File: src/rtl/hazard_pkg.sv
// Shared types for the pipeline hazard unit: forwarding selects and long-op FSM states.
package hazard_pkg;

   typedef enum logic [1:0] {
      FWD_RF = 2'b00,
      FWD_W  = 2'b01,
      FWD_M  = 2'b10
   } fwd_sel_t;

   typedef enum logic {
      LOP_IDLE = 1'b0,
      LOP_BUSY = 1'b1
   } lop_state_t;

   // Select used when only the writeback stage holds a matching result.
   localparam fwd_sel_t FWD_W_ONLY = FWD_W;

   // The M stage holds the younger result, so it wins over W.
   function automatic fwd_sel_t fwdSelect(input logic hitM, input logic hitW);
      if (hitM) begin
         return FWD_M;
      end else if (hitW) begin
         return FWD_W_ONLY;
      end
      return FWD_RF;
   endfunction

endpackage

File: src/rtl/long_op_scoreboard.sv
// Long-latency op tracker: countdown FSM holding the pending destination register and
// raising lopStall when the D-stage instruction depends on it (RAW/WAW) or is itself long.
module long_op_scoreboard import hazard_pkg::*; #(
   parameter int unsigned REG_AW   = 6,
   parameter int unsigned LONG_LAT = 4
) (
   input  logic              clk,
   input  logic              rst_n,
   input  logic              LongOpE,
   input  logic              LongOpD,
   input  logic              FlushE,
   input  logic [REG_AW-1:0] WA3E,
   input  logic [REG_AW-1:0] RA1D,
   input  logic [REG_AW-1:0] RA2D,
   input  logic [REG_AW-1:0] WA3D,
   output logic              LongBusy,
   output logic [REG_AW-1:0] LongWA,
   output logic              lopStall
);

   localparam int unsigned CNT_W = $clog2(LONG_LAT);
   localparam logic [CNT_W-1:0] CntLoad = CNT_W'(LONG_LAT - 1);

   lop_state_t        stateQ, stateD;
   logic [CNT_W-1:0]  cntQ, cntD;
   logic [REG_AW-1:0] waQ, waD;
   logic              accept;

   // A long op in E is only taken if E is not being bubbled this cycle.
   assign accept = LongOpE && !FlushE;

   // Next-state: load on accept, count down while busy, reload on back-to-back issue.
   always_comb begin
      stateD = stateQ;
      cntD   = cntQ;
      waD    = waQ;
      case (stateQ)
         LOP_IDLE: begin
            if (accept) begin
               stateD = LOP_BUSY;
               cntD   = CntLoad;
               waD    = WA3E;
            end
         end
         LOP_BUSY: begin
            if (cntQ == '0) begin
               if (accept) begin
                  cntD = CntLoad;
                  waD  = WA3E;
               end else begin
                  stateD = LOP_IDLE;
               end
            end else begin
               cntD = cntQ - CNT_W'(1);
            end
         end
         default: stateD = LOP_IDLE;
      endcase
   end

   // State, countdown and pending destination registers.
   always_ff @(posedge clk or negedge rst_n) begin
      if (!rst_n) begin
         stateQ <= LOP_IDLE;
         cntQ   <= '0;
         waQ    <= '0;
      end else begin
         stateQ <= stateD;
         cntQ   <= cntD;
         waQ    <= waD;
      end
   end

   assign LongBusy = (stateQ == LOP_BUSY);
   assign LongWA   = waQ;

   // Any D-stage use or overwrite of the pending register, or a second long op, must wait.
   always_comb begin
      lopStall = LongBusy && ((waQ == RA1D) || (waQ == RA2D) || (waQ == WA3D) || LongOpD);
   end

endmodule

File: src/rtl/hazard_unit_mc.sv
// Pipeline hazard unit for the 5-stage CPU: M/W forwarding, load-use and long-op stalls,
// PC-write and branch flushes. Define HAZARD_PERF_CNT_EN to add saturating perf counters.
module hazard_unit_mc import hazard_pkg::*; #(
   parameter int unsigned REG_AW   = 6,
   parameter int unsigned LONG_LAT = 4
`ifdef HAZARD_PERF_CNT_EN
   ,
   parameter int unsigned PERF_W   = 16
`endif
) (
   input  logic              clk,
   input  logic              rst_n,
   input  logic [REG_AW-1:0] RA1D,
   input  logic [REG_AW-1:0] RA2D,
   input  logic [REG_AW-1:0] WA3D,
   input  logic [REG_AW-1:0] RA1E,
   input  logic [REG_AW-1:0] RA2E,
   input  logic [REG_AW-1:0] WA3E,
   input  logic [REG_AW-1:0] WA3M,
   input  logic [REG_AW-1:0] WA3W,
   input  logic              RegWriteM,
   input  logic              RegWriteW,
   input  logic              MemToRegE,
   input  logic              LongOpD,
   input  logic              LongOpE,
   input  logic              PCSrcD,
   input  logic              PCSrcE,
   input  logic              PCSrcM,
   input  logic              PCSrcW,
   input  logic              BranchTakenE,
   output logic              StallF,
   output logic              StallD,
   output logic              FlushD,
   output logic              FlushE,
   output fwd_sel_t          FwdAE,
   output fwd_sel_t          FwdBE,
   output logic              LongBusy,
   output logic [REG_AW-1:0] LongWA
`ifdef HAZARD_PERF_CNT_EN
   ,
   input  logic              PerfClr,
   output logic [PERF_W-1:0] StallCnt,
   output logic [PERF_W-1:0] FlushCnt,
   output logic [PERF_W-1:0] LongCnt
`endif
);

   logic ldStall;
   logic lopStall;
   logic pcPend;

   long_op_scoreboard #(
      .REG_AW   (REG_AW),
      .LONG_LAT (LONG_LAT)
   ) uScoreboard (
      .clk      (clk),
      .rst_n    (rst_n),
      .LongOpE  (LongOpE),
      .LongOpD  (LongOpD),
      .FlushE   (FlushE),
      .WA3E     (WA3E),
      .RA1D     (RA1D),
      .RA2D     (RA2D),
      .WA3D     (WA3D),
      .LongBusy (LongBusy),
      .LongWA   (LongWA),
      .lopStall (lopStall)
   );

   // Operand forwarding into E, full-width register compares.
   always_comb begin
      FwdAE = fwdSelect(RegWriteM && (WA3M == RA1E), RegWriteW && (WA3W == RA1E));
      FwdBE = fwdSelect(RegWriteM && (WA3M == RA2E), RegWriteW && (WA3W == RA2E));
   end

   // Stall and flush generation.
   always_comb begin
      ldStall = MemToRegE && ((WA3E == RA1D) || (WA3E == RA2D));
      pcPend  = PCSrcD | PCSrcE | PCSrcM;
      StallD  = ldStall | lopStall;
      StallF  = StallD | pcPend;
      FlushD  = pcPend | PCSrcW | BranchTakenE;
      FlushE  = StallD | BranchTakenE;
   end

`ifdef HAZARD_PERF_CNT_EN
   logic [PERF_W-1:0] stallCntQ, flushCntQ, longCntQ;

   // Saturating event counters with synchronous clear.
   always_ff @(posedge clk or negedge rst_n) begin
      if (!rst_n) begin
         stallCntQ <= '0;
         flushCntQ <= '0;
         longCntQ  <= '0;
      end else if (PerfClr) begin
         stallCntQ <= '0;
         flushCntQ <= '0;
         longCntQ  <= '0;
      end else begin
         if (StallD && (stallCntQ != '1)) stallCntQ <= stallCntQ + PERF_W'(1);
         if (FlushE && (flushCntQ != '1)) flushCntQ <= flushCntQ + PERF_W'(1);
         if (LongBusy && (longCntQ != '1)) longCntQ <= longCntQ + PERF_W'(1);
      end
   end

   assign StallCnt = stallCntQ;
   assign FlushCnt = flushCntQ;
   assign LongCnt  = longCntQ;
`endif

endmodule
File: config.mk
export PLATFORM = sky130hd
export DESIGN_NAME = hazard_unit_mc
export DESIGN_NICKNAME = d
export VERILOG_FILES = /design/src/rtl/hazard_pkg.sv /design/src/rtl/long_op_scoreboard.sv /design/src/rtl/hazard_unit_mc.sv
export SDC_FILE = /design/constraint.sdc
export NUM_CORES = 1
export LEC_CHECK = 0
export CAP_MARGIN = 15
export CELL_PAD_IN_SITES_DETAIL_PLACEMENT = 1
export CELL_PAD_IN_SITES_GLOBAL_PLACEMENT = 2
export CORE_MARGIN = 2
export CORE_UTILIZATION = 23
export DETAILED_ROUTE_END_ITERATION = 16
export GPL_ROUTABILITY_DRIVEN = 1
export PLACE_DENSITY = 0.95
export RECOVER_POWER = 50
export SYNTH_ARGS = -nofsm -noshare
export SYNTH_HDL_FRONTEND = slang
export SYNTH_SLANG_ARGS = --single-unit
File: constraint.sdc
create_clock -name clk -period 3.04 [get_ports clk]
set_input_delay 0.304 -clock clk [delete_from_list [all_inputs] [get_ports clk]]
set_output_delay 0.304 -clock clk [all_outputs]
set_load 0.02 [all_outputs]
==> flow_metrics.py <==
metrics = {
    "status": {
        "status": "finished clean",
    },
    "setup_path": {
        "ff2ff_path_depth": 5,
        "endpoint": "StallF",
        "crit_path_max_fanout": 8,
        "r2r_start": "uScoreboard.LongWA[2]",
        "cp.required_ns": 2.74,
        "startpoint": "RA2D[5]",
        "endpoint_kind": "primary output",
        "start_kind": "input pin",
        "crit_type": "input pin to primary output",
        "regToRegEndpoint": "uScoreboard.LongWA[5]",
        "cp_data_arrival_time_ns": 2.56,
        "reg2reg_slack_ns": 1.07,
    },
    "sta": {
        "worstMarginPinSlew_ns": 0.6550,
        "finalSetupViolCount": 0,
        "rsz0062_at_grt": "false",
        "hold_violations": 0,
        "clock_skew_ns": 0.001146,
        "finalCriticalPeriod_ns": 2.868,
        "fin_setup_tns_ns": 0,
        "max_slew_margin_pct": 56.24,
        "final_max_slew_viol_count": 0,
        "fmax_ghz": 0.3487,
        "timing.final.crit_share_pct": 94.33,
    },
    "yosys": {
        "syn_inst": 143,
        "synth_seq_cells": 9,
        "syn_area_um2": 1316,
        "syn_nets": 203,
        "async_flop_share_pct": 100.0,
        "ys_seq_area_share_pct": 17.11,
        "avgSynthCellArea_um2": 9.205,
        "yosysWarnings": 0,
        "ys.flop_type": "dfrtp_1",
        "synth-edff-count": 0,
        "ys_types": 35,
    },
    "pwr": {
        "combPwrFrac_pct": 59.2,
        "p_leak_uw": 0.0007847,
        "peakVddDrop_uv": 169.8,
        "seqPwrFrac_pct": 27.7,
        "power_frac_clock_pct": 13.0,
        "total_power_uw": 1098,
        "powerDensity_nw_per_um2": 505.4,
        "p_sw_uw": 489.3,
        "power.internal_uw": 608.5,
        "p_sw_share_pct": 44.57,
    },
    "cts": {
        "cts_tree": "built",
        "cts_hold_buf": 0,
        "clockBufferDepth": 2,
        "path_clk_slew_ns": 0.05,
        "cts-htree-levels": 1,
        "post_cts_buffers": 0,
        "post_cts_resized": 0,
        "clkSinkCount": 9,
        "insertion_delay_ns": 0.24,
        "root_buffer": "clkbuf_8",
        "cts-buffers-inserted": 3,
    },
    "die": {
        "die_area_um2": 6344,
        "core-area_um2": 5507,
        "num_rows": 27,
        "dieWidth_um": 79.65,
        "start_util_pct": 23.90,
        "ios": 75,
        "dieHeight_um": 79.65,
    },
    "global_routing": {
        "use_met3_pct": 2.149,
        "global_route.usage.met2_pct": 26.05,
        "grt_pass1_wl_mm": 7.251,
        "antenna_found_initial": 0,
        "grt_use_met1_pct": 17.81,
        "grt_max_degree": 19,
        "grt_pass1_vias": 1504,
        "grt-ovfl-total": 0,
        "grt-busiest-layer": "met2",
        "gr-usage-all-layers_pct": 14.58,
    },
    "finish": {
        "layout_commonest_cell": "clkdlybuf4s50_1",
        "drive_gt1_share_pct": 9.174,
        "mostFrequentLayoutCells": "clkdlybuf4s50_1, xor2_1, xnor2_1",
        "fillers": 641,
        "antennaDiodeCount": 0,
        "final_area_um2": 2172,
        "syn_to_final_growth_pct": 65.02,
        "fin_nets": 279,
    },
    "drt": {
        "drc_errors": 0,
        "ant_nets": 0,
        "drt_pass1_iterations": 6,
        "wl_per_cell_um": 15.47,
        "wirelength_mm": 4.486,
        "drt_iter0_drc": 43,
        "vias": 1409,
        "vias_per_cell": 4.859,
    },
    "place": {
        "hpwl_mm": 3.725,
        "gp_congestion": 0.7556,
        "placement.io_buffers": 74,
        "post_dp_cell_area_um2": 2127,
    },
    "hold_path": {
        "hold_class": "input pin to asynchronous set/reset pin",
    },
    "run": {
        "drv_cap": 0,
    },
}
==> worst max-delay path, cell delays in order <==
cell	delay [ns]
clkdlybuf4s50_1	0.45
xor2_1	0.18
nor4_1	0.35
a22oi_2	0.20
a21boi_2	0.31
nand3b_1	0.16
clkdlybuf4s50_1	0.61
==> synth_stat cells (2+ instances only) <==
library cell,n,share of area (%)
a22oi_2,2,1.9
and2_1,6,2.9
and4_1,2,1.3
buf_2,2,0.76
dfrtp_1,9,17
inv_1,2,0.57
nand2b_1,2,0.95
nand3_1,4,1.5
nand4_1,10,4.8
nand4b_1,6,4.0
nor2_1,3,0.86
nor3_1,6,2.3
nor4_1,3,1.4
o211ai_2,6,5.7
o31ai_1,7,4.0
xnor2_1,26,17
xor2_1,29,19
==> per-stage QoR <==
step                      setup WS [ns]  cells  hold WS, ns  utilization (%)
after floorplan                   1.072    143     0.008409                -
after global placement           0.2001    286       0.5904            38.63
after detailed placement         0.1673    286       0.6196            38.63
after CTS                        0.1351    290       0.3982            39.45
after global routing            0.04111    290       0.4823            39.45
final                            0.1724    290       0.4511            39.45
==> registers in the layout (all words and copies together), names as in the netlist <==
name and cells:
uScoreboard.LongWA 6, uScoreboard.cntQ 2, uScoreboard.LongBusy 1
==> cell families after synthesis <==
kind of cell | synth area share (%)
AND/OR/NAND/NOR | 25.19
flip-flops | 17.11
AO/OA/AOI/OAI | 17.30
XOR/XNOR | 36.60
buffers and inverters | 3.802
==> area by class of cell <==
class	instances	area, µm²	area share, %
Timing Repair Buffer	77	763.2	35.14
Multi-Input combinational cell	126	1041	47.93
Sequential cell	9	225.2	10.37
Inverter	2	7.507	0.3456
Tap cell	72	90.09	4.147
Clock buffer	4	45.04	2.074
==> worst min path at each step <==
stage,start,end,slack [ns],depth (start not counted)
2_1_floorplan,rst_n,uScoreboard.LongBusy,0.008,0
3_3_place_gp,uScoreboard.cntQ[0],uScoreboard.LongBusy,0.59,2
3_5_place_dp,uScoreboard.cntQ[0],uScoreboard.LongBusy,0.62,2
4_1_cts,rst_n,uScoreboard.LongWA[4],0.40,1
5_1_grt,rst_n,uScoreboard.LongWA[4],0.48,1
6_report,rst_n,uScoreboard.LongWA[4],0.45,1
==> routing by layer <==
| layer | routed length [µm] | up-vias |
|---|---|---|
| li1 | - | 676 |
| met1 | 1901 | 679 |
| met2 | 2247 | 48 |
| met3 | 281 | 6 |
| met4 | 56 | 0 |
| met5 | 0 | - |
==> power by group through the flow <==
stage	combinational (µW)	clock [µW]	sequential, µW
after CTS	675	147	309
after global placement	658	0	307
after detailed placement	670	0	311
final	650	143	305
after floorplan	382	0	310
after global routing	708	152	322
Note: power is estimated with default switching activity, not from simulation.
